===== src/rtl/stack_seq.sv =====
// SM83 PUSH rr / POP rr sequencer: owns SP, moves 16-bit register pairs to and
// from the byte memory bus over a req/ready handshake, with a per-access timeout.
module stack_seq #(
  parameter logic [15:0] SP_RESET = 16'hFFFE,
  parameter int unsigned TIMEOUT  = 16
) (
  input  logic        clk,
  input  logic        rst_n,
  input  logic        start,
  input  logic        op,
  input  logic [1:0]  rp,
  output logic        busy,
  output logic        done,
  output logic        err,
  output logic [15:0] sp,
  input  logic        sp_we,
  input  logic [15:0] sp_wd,
  output logic [1:0]  rf_rda_adr,
  input  logic [15:0] rf_rda,
  output logic        rf_wea,
  output logic [1:0]  rf_waa,
  output logic [15:0] rf_wda,
  output logic        mem_req,
  output logic        mem_we,
  output logic [15:0] mem_addr,
  output logic [7:0]  mem_wdata,
  input  logic [7:0]  mem_rdata,
  input  logic        mem_ready
);

  typedef enum logic [2:0] {
    IDLE, PUSH_HI, PUSH_LO, POP_LO, POP_HI, WB, FIN
  } state_e;

  state_e      state_q;
  logic [15:0] sp_q;
  logic [1:0]  rp_q;
  logic [7:0]  byte_q;
  logic [15:0] wait_q;
  logic        busy_q, done_q, err_q;
  logic        rf_wea_q;
  logic [1:0]  rf_waa_q;
  logic [15:0] rf_wda_q;
  logic        mem_req_q, mem_we_q;
  logic [15:0] mem_addr_q;
  logic [7:0]  mem_wdata_q;
  logic        tmo_d;

  // Fires on the TIMEOUT-th consecutive stalled cycle of the current access.
  always_comb begin
    tmo_d = 1'b0;
    if ((TIMEOUT != 0) && mem_req_q && !mem_ready && (wait_q == 16'(TIMEOUT - 1)))
      tmo_d = 1'b1;
  end

  always_ff @(posedge clk or negedge rst_n) begin
    if (!rst_n) begin
      state_q     <= IDLE;
      sp_q        <= SP_RESET;
      rp_q        <= '0;
      byte_q      <= '0;
      wait_q      <= '0;
      busy_q      <= 1'b0;
      done_q      <= 1'b0;
      err_q       <= 1'b0;
      rf_wea_q    <= 1'b0;
      rf_waa_q    <= '0;
      rf_wda_q    <= '0;
      mem_req_q   <= 1'b0;
      mem_we_q    <= 1'b0;
      mem_addr_q  <= '0;
      mem_wdata_q <= '0;
    end else begin
      done_q   <= 1'b0;
      err_q    <= 1'b0;
      rf_wea_q <= 1'b0;
      if (tmo_d) begin
        state_q   <= IDLE;
        busy_q    <= 1'b0;
        mem_req_q <= 1'b0;
        mem_we_q  <= 1'b0;
        err_q     <= 1'b1;
      end else begin
        case (state_q)
          IDLE: begin
            if (sp_we) begin
              sp_q <= sp_wd;
            end else if (start) begin
              if (rp == 2'd3) begin
                err_q <= 1'b1;
              end else begin
                rp_q      <= rp;
                wait_q    <= '0;
                busy_q    <= 1'b1;
                mem_req_q <= 1'b1;
                if (!op) begin
                  state_q     <= PUSH_HI;
                  mem_we_q    <= 1'b1;
                  mem_addr_q  <= sp_q - 16'd1;
                  mem_wdata_q <= rf_rda[15:8];
                  byte_q      <= rf_rda[7:0];
                end else begin
                  state_q    <= POP_LO;
                  mem_we_q   <= 1'b0;
                  mem_addr_q <= sp_q;
                end
              end
            end
          end
          PUSH_HI: begin
            if (mem_ready) begin
              state_q     <= PUSH_LO;
              mem_addr_q  <= sp_q - 16'd2;
              mem_wdata_q <= byte_q;
              wait_q      <= '0;
            end else begin
              wait_q <= wait_q + 16'd1;
            end
          end
          PUSH_LO: begin
            if (mem_ready) begin
              state_q   <= FIN;
              mem_req_q <= 1'b0;
              mem_we_q  <= 1'b0;
              done_q    <= 1'b1;
            end else begin
              wait_q <= wait_q + 16'd1;
            end
          end
          FIN: begin
            sp_q    <= sp_q - 16'd2;
            state_q <= IDLE;
            busy_q  <= 1'b0;
          end
          POP_LO: begin
            if (mem_ready) begin
              state_q    <= POP_HI;
              byte_q     <= mem_rdata;
              mem_addr_q <= sp_q + 16'd1;
              wait_q     <= '0;
            end else begin
              wait_q <= wait_q + 16'd1;
            end
          end
          POP_HI: begin
            if (mem_ready) begin
              state_q   <= WB;
              mem_req_q <= 1'b0;
              rf_wea_q  <= 1'b1;
              rf_waa_q  <= rp_q;
              rf_wda_q  <= {mem_rdata, byte_q};
              done_q    <= 1'b1;
            end else begin
              wait_q <= wait_q + 16'd1;
            end
          end
          WB: begin
            sp_q    <= sp_q + 16'd2;
            state_q <= IDLE;
            busy_q  <= 1'b0;
          end
          default: begin
            state_q <= IDLE;
            busy_q  <= 1'b0;
          end
        endcase
      end
    end
  end

  assign rf_rda_adr = (state_q == IDLE) ? rp : rp_q;
  assign busy       = busy_q;
  assign done       = done_q;
  assign err        = err_q;
  assign sp         = sp_q;
  assign rf_wea     = rf_wea_q;
  assign rf_waa     = rf_waa_q;
  assign rf_wda     = rf_wda_q;
  assign mem_req    = mem_req_q;
  assign mem_we     = mem_we_q;
  assign mem_addr   = mem_addr_q;
  assign mem_wdata  = mem_wdata_q;

endmodule


===== config.mk =====
export PLATFORM = sky130hd
export DESIGN_NAME = stack_seq
export DESIGN_NICKNAME = d
export VERILOG_FILES = /design/src/rtl/stack_seq.sv
export SDC_FILE = /design/constraint.sdc
export NUM_CORES = 1
export LEC_CHECK = 0
export CELL_PAD_IN_SITES_DETAIL_PLACEMENT = 1
export CELL_PAD_IN_SITES_GLOBAL_PLACEMENT = 2
export CORE_MARGIN = 5
export CORE_UTILIZATION = 33
export CTS_BUF_LIST = sky130_fd_sc_hd__clkbuf_2 sky130_fd_sc_hd__clkbuf_4 sky130_fd_sc_hd__clkbuf_8
export DETAILED_ROUTE_END_ITERATION = 16
export GPL_ROUTABILITY_DRIVEN = 0
export GPL_TIMING_DRIVEN = 0
export PLACE_DENSITY = 0.81
export SLEW_MARGIN = 20
export SYNTH_ARGS = -nofsm -noshare
export SYNTH_HDL_FRONTEND = slang
export SYNTH_SLANG_ARGS = --single-unit

===== constraint.sdc =====
create_clock -name clk -period 2.4 [get_ports clk]
set_input_delay 0.72 -clock clk [delete_from_list [all_inputs] [get_ports clk]]
set_output_delay 0.72 -clock clk [all_outputs]
set_load 0.01 [all_outputs]

# After elaboration in Yosys (flattened, before gate mapping)
# Cells that the tools add are included.
# op_classes
eq_ne	25
n_addsub	5
n_bitwise	3
reduce_logical	25
n_mux	63
# op_table
cell	n
2-to-1 mux 16 bit	12
case mux 16 bit (3 select lines)	3
2-to-1 mux 8 bit	10
adder 16 x 1 -> 16 bit (second input constant)	2
case mux 8 bit (2 select lines)	2
AND reduction 7 bit	4
2-to-1 mux 3 bit	8
2-to-1 mux 1 bit	22
inequality test 3 bit (second input constant)	7
adder 16 x 2 -> 16 bit (second input constant)	1
equality test 16 x 4 -> 1 bit (second input constant)	1
inequality test 2 bit (second input constant)	8
subtractor 16 x 1 -> 16 bit (second input constant)	1
subtractor 16 x 2 -> 16 bit (second input constant)	1
case mux 3 bit (5 select lines)	1
AND reduction 5 bit	3
nonzero test 3 bit	5
equality test 3 bit (second input constant)	3
equality test 3 x 2 -> 1 bit (second input constant)	2
case mux 1 bit (2 select lines)	3
AND reduction 3 bit	2
AND reduction 6 bit	1
2-to-1 mux 2 bit	2
AND reduction 4 bit	1
11 further kinds	16
# word_totals
output_inout_bits	66
register_bits	93
wordCells	136
inputBits	48

# Logic depth before layout (Yosys ltp)
# Gate-level depths: netlist (run 1).
# depth
word_depth	6
mapped_depth	10
depth_no_buf	7

# Least setup slack after synthesis (run 1)
# Ideal clock, no wire load.
# synth_timing
kind	register to register
from	register sp_q[1] (netlist: sp[1])
to	register mem_addr_q[13] (netlist: mem_addr[13])
setup_slack_ns	0.117
synth_period_minus_slack_ns	2.283
required_time_ns	2.275
t_arrival_ns	2.158
n_path_buf	1
stages_incl_launch_ff	9
setup_time_ns	0.125
path_cell_list	dfstp_2 clkbuf_1 inv_1 ha_1 nor3b_1 and3_1 a211oi_1 o22ai_1 mux2_2
# synth_via
elab_chain_cells	6
elab_cells_between_ends	10
cone_classes	3 x add/sub; 7 x mux
# synth_rtl
element	line	source
from (decl)	36	logic [15:0] sp_q;
from (signal assigned)	87	sp_q <= sp_wd;
from (signal assigned)	131	sp_q <= sp_q - 16'd2;
from (signal assigned)	158	sp_q <= sp_q + 16'd2;
subtractor 16 x 1 -> 16 bit	99	mem_addr_q <= sp_q - 16'd1;
2-to-1 mux 16 bit	96	if (!op) begin
2-to-1 mux 16 bit	89	if (rp == 2'd3) begin
2-to-1 mux 16 bit	88	end else if (start) begin
2-to-1 mux 16 bit	86	if (sp_we) begin
case mux 16 bit (3 select lines) *	84	case (state_q)
to (signal assigned)	99	
to (signal assigned)	105	mem_addr_q <= sp_q;
to (signal assigned)	113	mem_addr_q <= sp_q - 16'd2;
to (decl)	45	logic [15:0] mem_addr_q;
# Mark *: on every way between the ends. The rest lies on a longest branch, timed or not. The select of a mux whose other input is x is not followed.
# A chain may end at the register's enable or synchronous reset.

# Worst setup path after layout (run 1)
# layout_timing
from	register wait_q[0]
to	register sp_q[8] (netlist: sp[8])
# layout_via
elab_chain_cells	5
# layout_rtl
element	line	source
from (decl)	39	logic [15:0] wait_q;
from (signal assigned)	117	wait_q <= wait_q + 16'd1;
from (signal assigned)	127	wait_q <= wait_q + 16'd1;
from (signal assigned)	142	wait_q <= wait_q + 16'd1;
equality test 16 x 4 -> 1 bit	52	if ((TIMEOUT != 0) && mem_req_q && !mem_ready && (wait_q == 16'(TIMEOUT - 1)))
logical AND 1 bit	52	
2-to-1 mux 1 bit	52	
NOT 1 bit (no line)	n/a	
AND reduction 3 bit (no line)	n/a	
# No other way between the ends.

==> impl_metrics.yaml, run 1 <==
pwr:
  p_total_mw: 10.9
  vdd_ir_drop_max_uv: 607
  powerDensity_mw_per_mm2: 1320
  power.leakage_nw: 3.35
clock_tree:
  clock_latency_ps: 400
  holdBufCountCts: 0
  htreeDepth: 3
  cts_tree: "built"
  cts_buffer_depth: 2
  cts_buffers: 9
  cts_root_buf: "clkbuf_8"
  clkTransAtPathRegs_ps: 120
  clock_sinks: 93
setup_path:
  required_ps: 2720
  regToRegEndpoint: "sp[8]"
  cp.arrival_ps: 2740
  reg2reg_slack_ps: -20
  r2r_cells: 9
  setup.worst_path.end_class: "flop"
  cp-endpoint: "sp[8]"
  crit_path_start: "wait_q[0]"
  worstPathMaxFanout: 10
  startpoint_type: "flop"
  worstReg2RegStart: "wait_q[0]"
  setup.worst_path.class: "reg -> reg"
yosys:
  synth_edf_count: 0
  synthCells: 657
  syn_nets: 711
  mappedNetlistArea_mm2: 0.00603
  synth_top_flop_cell: "dfrtp_1"
  ys_seq_elements: 93
  syn_avg_cell_area_um2: 9.17
  ys_warn_count: 0
  yosys.cell_types.count: 76
  ys_seq_area_share_pct: 38.9
  async_flop_share_pct: 100
routing:
  ant_nets: 0
  via_count: 6108
  wl_um: 23700
  wl_per_cell_um: 22.7
  drc_errors: 0
  firstDrtPassIters: 4
  drtIter0Drc: 354
  vias_per_cell: 5.84
grt:
  grt_pass1_vias: 6543
  antenna_found_initial: 0
  grt_most_used_layer: "met2"
  gr-total-overflow: 0
  grt_util_met1_pct: 27.2
  grt_util_met2_pct: 37.8
  use_met3_pct: 4.27
  grt_first_pass_wirelength_um: 37000
  globalRouteTotalUtil_pct: 21.6
  grt_max_degree: 61
floorplanning:
  start_util_pct: 33.5
  coreArea_mm2: 0.0180
  ios: 114
  die_width_um: 145
  die_y_um: 145
  die_area_mm2: 0.0211
  row_count: 49
layout:
  multi_input_area_mm2: 0.00356
  drive_gt1_share_pct: 25.7
  syn_to_final_growth_pct: 37.2
  seq_area_mm2: 0.00235
  fillers: 2087
  final_util_pct: 46.0
  diodes: 0
  finalNetCount: 866
sta:
  clock_skew_ps: 19.9
  setup_violations: 1
  rsz0062_at_grt: "yes"
  hold_violations: 0
  finalCriticalPeriod_ps: 2420
  drv_slew: 0
  fmax_ghz: 0.414
  finalWorstSetupSlack_ps: -16.8
  tightestPinTransition_ps: 767
  min_period_over_period_pct: 101
  slew_headroom_pct: 48.4
status:
  outcome: "finished with violations"
  violations: "setup timing"
min_path:
  hold_class: "in -> async"
flow_run:
  maxCapViolations: 0
placed_design:
  dp_hpwl_um: 17300
  numPortBuffers: 112
  pre_cts_ws_ps: -938
[worst max-delay path, stage by stage, from the launching register on]
cell and delay (ps):
dfrtp_1 370, ha_2 190, and4b_1 220, nand4_1 180, buf_4 190, nor4_2 290, buf_4 270, buf_2 310
nor3_1 100, o22ai_1 210
[stage by stage]
step           hold WS [ps]  instances  instance area, um2  TNS [ps]
2_1_floorplan           424        657                6030         0
3_3_place_gp            490        998                7430   -315360
3_5_place_dp            494        999                7460    -56030
4_1_cts                 208       1022                7910         0
5_1_grt                 218       1046                8270      -877
6_report                204       1046                8270     -16.8
[cells in the final DEF (no fill, tap or decap), drive strengths merged, types with 4 or more instances in the layout]
cell type      netlist  final
o21ai               23     23
nand2               63     63
clkdlybuf4s50        0    106
mux2i                5      5
a21oi               37     37
clkbuf              36     37
nor2                44     44
a22o                 4      4
o31ai               18     18
mux2                56     56
or3                  7      7
a2bb2oi              5      5
o211ai               4      4
buf                 24     67
and2                 6      6
nand3               15     15
or4                 16     16
xor2                 5      5
dfrtp               78     78
nor3                22     22
nor2b                5      5
nor4                20     20
and3                 7      7
nand4               15     15
o31a                 4      4
a21o                 5      5
a31oi                8      8
xnor2               16     16
inv                 15     17
o22ai                8      8
a221oi               8      8
dfstp               15     15
ha                   6      6
a211oi               7      7
[cell usage after synthesis (3+ instances only)]
master / n / area (um2)
nand3_1: 15 / 75.1
nor4_1: 18 / 113
a21oi_2: 3 / 26.3
or3_1: 7 / 43.8
xor2_1: 5 / 43.8
o31ai_1: 18 / 135
a211oi_1: 7 / 52.6
buf_6: 5 / 56.3
o22ai_1: 8 / 50.1
a2bb2oi_1: 5 / 43.8
o21ai_0: 21 / 105
mux2_2: 55 / 619
clkbuf_1: 36 / 135
o211ai_1: 3 / 22.5
a21oi_1: 34 / 170
ha_1: 6 / 75.1
nand4_1: 15 / 93.8
and2_1: 4 / 25.0
a21o_1: 5 / 37.5
nand3b_1: 3 / 22.5
o311a_1: 3 / 30.0
o221ai_1: 3 / 26.3
inv_1: 14 / 52.6
or4_1: 16 / 120
buf_2: 18 / 90.1
o41ai_1: 3 / 26.3
xnor2_1: 16 / 140
nor2b_1: 5 / 31.3
a22o_1: 4 / 35.0
mux2i_1: 5 / 50.1
dfstp_2: 15 / 394
and3_1: 7 / 43.8
dfrtp_1: 78 / 1950
nor2_1: 44 / 165
nand2b_1: 3 / 18.8
nor3_1: 21 / 105
o31a_1: 4 / 35.0
nand2_1: 63 / 236
a221oi_1: 8 / 70.1
a31oi_1: 8 / 50.1
[power by group]
group / switching [mW] / internal [mW]
Combinational: 3.60 / 3.13
Sequential: 0.526 / 2.34
Clock: 0.649 / 0.700
Total: 4.77 / 6.17
[worst min-delay path by stage]
| stage | slack (ps) | from | to |
|---|---|---|---|
| CTS | 210 | rst_n | wait_q[5] |
| finish | 200 | rst_n | wait_q[7] |
| floorplan | 420 | rst_n | busy |
| global placement | 490 | mem_wdata[6] | mem_wdata[6] |
| global route | 220 | rst_n | wait_q[7] |
| detailed placement | 490 | rf_wda[6] | rf_wda[6] |
[registers in the layout (all words and copies together), names as in the netlist]
register   count
rf_wea         1
rf_waa         2
err            1
mem_we         1
wait_q        16
state_q        3
mem_req        1
byte_q         8
done           1
rf_wda        16
sp            16
mem_wdata      8
busy           1
rp_q           2
mem_addr      16
[per-layer routing]
metal / share of wire [%] / wire (um)
met1: 43 / 10100
met2: 51 / 12200
met3: 3.8 / 911
met4: 2.0 / 473
met5: 0 / 0
[final cells by class]
cell class,count,area share (%)
buffer,53,3.86
timing repair buffer,151,17.5
multi-input combinational,488,43.1
clock inverter,7,1.47
inverter,16,0.757
tap,229,3.47
sequential,93,28.4
clock buffer,9,1.50
[what timing repair did]
action | CTS | global route
hold endpoints to repair | 0 | 0
pin swaps | 8 | 12
gates resized for setup | 51 | 52
gates cloned | 0 | 0
setup buffers | 13 | 25
endpoints found under the setup margin | 79 | 61
[cells by family after synthesis]
kind of cell	after synthesis	synth area share [%]
and+or+nand+nor	238	20.7
AOI/OAI and AO/OA	162	19.0
DFF	93	38.9
buffers and inverters	76	5.73
muxes	61	11.4
xor gates and xnor gates	21	3.05
adders and majority gates	6	1.25
(Power assumes the default switching activity.)
==> run 2: changes to the inputs <==
--- a/config.mk
+++ b/config.mk
@@ -9,12 +9,12 @@
 export CELL_PAD_IN_SITES_GLOBAL_PLACEMENT = 2
 export CORE_MARGIN = 5
 export CORE_UTILIZATION = 33
-export CTS_BUF_LIST = sky130_fd_sc_hd__clkbuf_2 sky130_fd_sc_hd__clkbuf_4 sky130_fd_sc_hd__clkbuf_8
+export CTS_BUF_LIST = sky130_fd_sc_hd__clkbuf_8
+export CTS_CLUSTER_DIAMETER = 150
 export DETAILED_ROUTE_END_ITERATION = 16
 export GPL_ROUTABILITY_DRIVEN = 0
 export GPL_TIMING_DRIVEN = 0
 export PLACE_DENSITY = 0.81
-export SLEW_MARGIN = 20
 export SYNTH_ARGS = -nofsm -noshare
 export SYNTH_HDL_FRONTEND = slang
 export SYNTH_SLANG_ARGS = --single-unit
==> impl_metrics.yaml, run 2 (same netlist as run 1, synthesis figures left out) <==
status:
  outcome: "completed"
sta:
  fmax_ghz: 0.420
  setup_violations: 0
  tightestPinTransition_ps: 760
  tns_ps: 0
  rsz0062_at_grt: "yes"
  slew_headroom_pct: 48.8
  whs_ps: 269
  clock_skew_ps: 21.4
  min_period_over_period_pct: 99.3
  hold_violations: 0
  drv_slew: 0
  finalCriticalPeriod_ps: 2380
routing:
  wl_um: 23800
  drc_errors: 0
  wl_per_cell_um: 22.9
  via_count: 6132
  drtIter0Drc: 319
  vias_per_cell: 5.89
  firstDrtPassIters: 4
  ant_nets: 0
layout:
  diodes: 0
  drive_gt1_share_pct: 25.1
  syn_to_final_growth_pct: 36.3
  final_common_cell: "clkdlybuf4s50_1"
  final_cell_mix: "107 x clkdlybuf4s50_1, 76 x dfrtp_1, 61 x nand2_1"
  stdcell_count: 1041
  final_util_pct: 45.7
  fillers: 2073
  finalNetCount: 861
clock_tree:
  cts_buffers: 9
  cts_root_buf: "clkbuf_8"
  cts_tree: "built"
  clock_latency_ps: 400
  holdBufCountCts: 0
  cts_buffer_depth: 2
  clock_sinks: 93
  htreeDepth: 3
  clkTransAtPathRegs_ps: 100
pwr:
  p_total_mw: 10.9
  power.leakage_nw: 3.32
  powerDensity_mw_per_mm2: 1330
  vdd_ir_drop_max_uv: 659
grt:
  globalRouteTotalUtil_pct: 21.5
  grt_max_degree: 62
  grt_first_pass_wirelength_um: 36900
  gr-total-overflow: 0
  grt_pass1_vias: 6598
  antenna_found_initial: 0
setup_path:
  r2r_cells: 8
  setup.worst_path.end_class: "flop"
  worst_path_max_delay_cell: "or4_1"
  setup.worst_path.class: "in -> reg"
  cp.arrival_ps: 2660
  worstPathMaxFanout: 10
  slowest_delay_ps: 520
  required_ps: 2670
  startpoint_type: "input pin"
  crit_path_cell_trace: "clkdlybuf4s50_1 > buf_6 > or4_1 > buf_4 > o211ai_4 > mux2_4"
floorplanning:
  row_count: 49
  die_width_um: 145
  coreArea_mm2: 0.0180
  die_y_um: 145
  die_area_mm2: 0.0211
  start_util_pct: 33.5
  ios: 114
flow_run:
  maxCapViolations: 0
placed_design:
  dp_hpwl_um: 17300
  numPortBuffers: 112
  dp_cells: 999
min_path:
  hold_class: "in -> async"
[run 2: cell types whose count changed in the layout (fill, tap and decap cells not counted), sizes merged]
cell           delta
dlymetal6s2s      -1
clkbuf            +1
clkdlybuf4s50     +1
buf               -6
[run 2: what timing repair did]
item / 4_1_cts / 5_1_grt
pin swaps: 7 / 11
resized for setup: 53 / 49
endpoints found under the setup margin: 78 / 61
setup buffers: 10 / 22
endpoints found under the hold margin: 0 / 0
[run 2: area by class of cell]
class                      instances  area [um2]  share of cell area (%)
multi-input combinational        488        3550                    43.3
timing repair buffer             145        1390                    17.0
clock inverter                     7         121                    1.48
tap                              229         287                    3.49
sequential                        93        2350                    28.6
buffer                            54         325                    3.96
inverter                          16        62.6                   0.761
clock buffer                       9         124                    1.51
[run 2: path summary, 6_finish.rpt]
| kind | from | end | slack, ps |
|---|---|---|---|
| worst max register to register | sp[2] | mem_addr[13] | 40 |
| worst min register to register | rf_wda[11] | rf_wda[11] | 510 |
| worst max-delay path | mem_ready | byte_q[6] | 20 |
| max in group asynchronous | rst_n | sp[0] | 1440 |
| min in group clk | rf_wda[11] | rf_wda[11] | 510 |
| worst min-delay path | rst_n | wait_q[5] | 270 |
[run 2: worst max-delay path, delay by kind of cell]
family | cells | cell delay [ps]
buffers and inverters | 3 | 820
AO/OA/AOI/OAI | 1 | 230
multiplexers | 1 | 350
AND/OR/NAND/NOR | 1 | 520
[run 2: metal layers]
metal | part of all wire (%) | up-vias | global-route usage, %
met5 | 0 | - | 0
met2 | 52 | 183 | 38.3
met4 | 2.0 | 0 | 5.69
met3 | 4.3 | 37 | 4.24
met1 | 42 | 3164 | 26.6
li1 | - | 2748 | -
[run 2: where the power goes]
group          leakage [nW]  switching (mW)  internal (mW)
logic                  2.07            3.61           3.12
registers              1.13           0.481           2.34
clock network         0.124           0.659          0.701
[run 2: through the flow]
stage               worst slack (ps)  area, um2
finish                          17.1       8220
global route                   -44.1       8220
CTS                             2.31       7890
detailed placement              -935       7460
global placement               -3020       7430
floorplan                        117       6030
==> run 3: changes to the inputs <==
--- a/config.mk
+++ b/config.mk
@@ -15,6 +15,8 @@
 export GPL_ROUTABILITY_DRIVEN = 0
 export GPL_TIMING_DRIVEN = 0
 export PLACE_DENSITY = 0.81
+export SETUP_SLACK_MARGIN = 0.1
 export SYNTH_ARGS = -nofsm -noshare
 export SYNTH_HDL_FRONTEND = slang
 export SYNTH_SLANG_ARGS = --single-unit
+export TNS_END_PERCENT = 30
==> impl_metrics.yaml, run 3 (same netlist as run 1, synthesis figures left out) <==
placed_design:
  numPortBuffers: 112
  dp_hpwl_um: 17300
pwr:
  p_total_mw: 11.3
  vdd_ir_drop_max_uv: 641
  power.leakage_nw: 3.46
  powerDensity_mw_per_mm2: 1320
clock_tree:
  holdBufCountCts: 0
  cts_buffer_depth: 2
  htreeDepth: 3
  clkTransAtPathRegs_ps: 100
  cts_tree: "built"
  clock_latency_ps: 400
  clock_sinks: 93
  cts_buffers: 9
  cts_root_buf: "clkbuf_8"
sta:
  tightestPinTransition_ps: 735
  finalCriticalPeriod_ps: 2360
  min_period_over_period_pct: 98.5
  rsz0062_at_grt: "yes"
  hold_violations: 0
  drv_slew: 0
  slew_headroom_pct: 51.0
  fmax_ghz: 0.423
  setup_violations: 0
  clock_skew_ps: 21.3
layout:
  multi_input_area_mm2: 0.00374
  fillers: 2048
  syn_to_final_growth_pct: 42.5
  final_common_cell: "clkdlybuf4s50_1"
  final_util_pct: 47.8
  final_cell_mix: "100 x clkdlybuf4s50_1, 74 x dfrtp_1, 62 x nand2_1"
  diodes: 0
  finalNetCount: 876
  seq_area_mm2: 0.00235
  drive_gt1_share_pct: 30.4
routing:
  via_count: 6257
  wl_per_cell_um: 23.3
  drc_errors: 0
  wl_um: 24600
  ant_nets: 0
  drtIter0Drc: 307
  vias_per_cell: 5.93
  firstDrtPassIters: 5
grt:
  gr-total-overflow: 0
  grt_max_degree: 62
  antenna_found_initial: 0
  grt_first_pass_wirelength_um: 37600
  globalRouteTotalUtil_pct: 22.0
  grt_pass1_vias: 6735
setup_path:
  setup.worst_path.class: "reg -> reg"
  setup.worst_path.end_class: "flop"
  cpLargestDelayFamily: "simple AND/OR/NAND/NOR gates"
  reg2reg_slack_ps: 40
  slowest_delay_ps: 380
  startpoint_type: "flop"
  worst_path_max_delay_cell: "dfrtp_1"
  crit_path_cell_trace: "ha_2 > and4b_1 > nand4_1 > buf_4 > nor4_4 > or4_1 > buf_6 > mux2_2"
  cp_num_buf_inv: 2
  cp.arrival_ps: 2640
  required_ps: 2680
  worstPathMaxFanout: 8
floorplanning:
  coreArea_mm2: 0.0180
  die_area_mm2: 0.0211
  die_width_um: 145
  start_util_pct: 33.5
  die_y_um: 145
  ios: 114
  row_count: 49
flow_run:
  maxCapViolations: 0
status:
  outcome: "completed"
min_path:
  hold_class: "in -> async"
## run 3: cell types whose count changed in the layout (fill, tap and decap cells not counted), moves of 4 or more
cell,delta
nor3_2,+4
a21oi_2,+6
mux2_4,+6
dlygate4sd2_1,+7
nor3_1,-4
mux2_2,-6
buf_6,+6
clkdlybuf4s50_1,-7
a21oi_1,-6
buf_4,+7
## run 3: repair_timing
| item | 4_1_cts | 5_1_grt |
|---|---|---|
| endpoints found under the setup margin | 86 | 76 |
| gates cloned | 1 | 1 |
| hold endpoints to repair | 0 | 0 |
| setup buffers | 20 | 20 |
| gates resized for setup | 107 | 79 |
| pin swaps | 17 | 18 |
## run 3: final timing paths
check / startpoint / to / cells past startpoint
worst min-delay path: rst_n / wait_q[5] / 1
worst min register to register: rf_wda[11] / rf_wda[11] / 1
worst max register to register: wait_q[0] / mem_wdata[4] / 8
max in group asynchronous: rst_n / sp[0] / 2
worst max-delay path: wait_q[0] / mem_wdata[4] / 8
min in group clk: rf_wda[11] / rf_wda[11] / 1
## run 3: final cells by class
type / instances / area share, %
clock buffers: 9 / 1.44
flip-flops and latches: 93 / 27.4
clock inverters: 7 / 1.41
plain buffers: 59 / 4.88
multi-input cells: 488 / 43.5
well taps: 229 / 3.34
repair buffers: 155 / 17.3
inverters: 16 / 0.729
## run 3: per-stage QoR
stage	worst slack, ps	hold WS (ps)	setup TNS, ps	area (um2)	instances
global route	-47.4	304	-305	8590	1056
global placement	-3020	490	-315360	7430	998
floorplan	117	424	0	6030	657
CTS	-1.71	280	-1.71	8190	1036
detailed placement	-935	494	-55580	7460	999
finish	35.3	273	0	8590	1056
## run 3: power breakdown
part	switching, mW	leakage [nW]	internal (mW)	total, mW
registers	0.468	1.12	2.33	2.80
clock network	0.664	0.124	0.701	1.36
logic	3.82	2.22	3.34	7.16
## run 3: layer usage
| layer | track usage [%] | routed length (um) |
|---|---|---|
| met2 | 39.1 | 12700 |
| met3 | 4.15 | 1170 |
| met4 | 6.25 | 535 |
| met5 | 0 | 0 |
| met1 | 27.1 | 10100 |
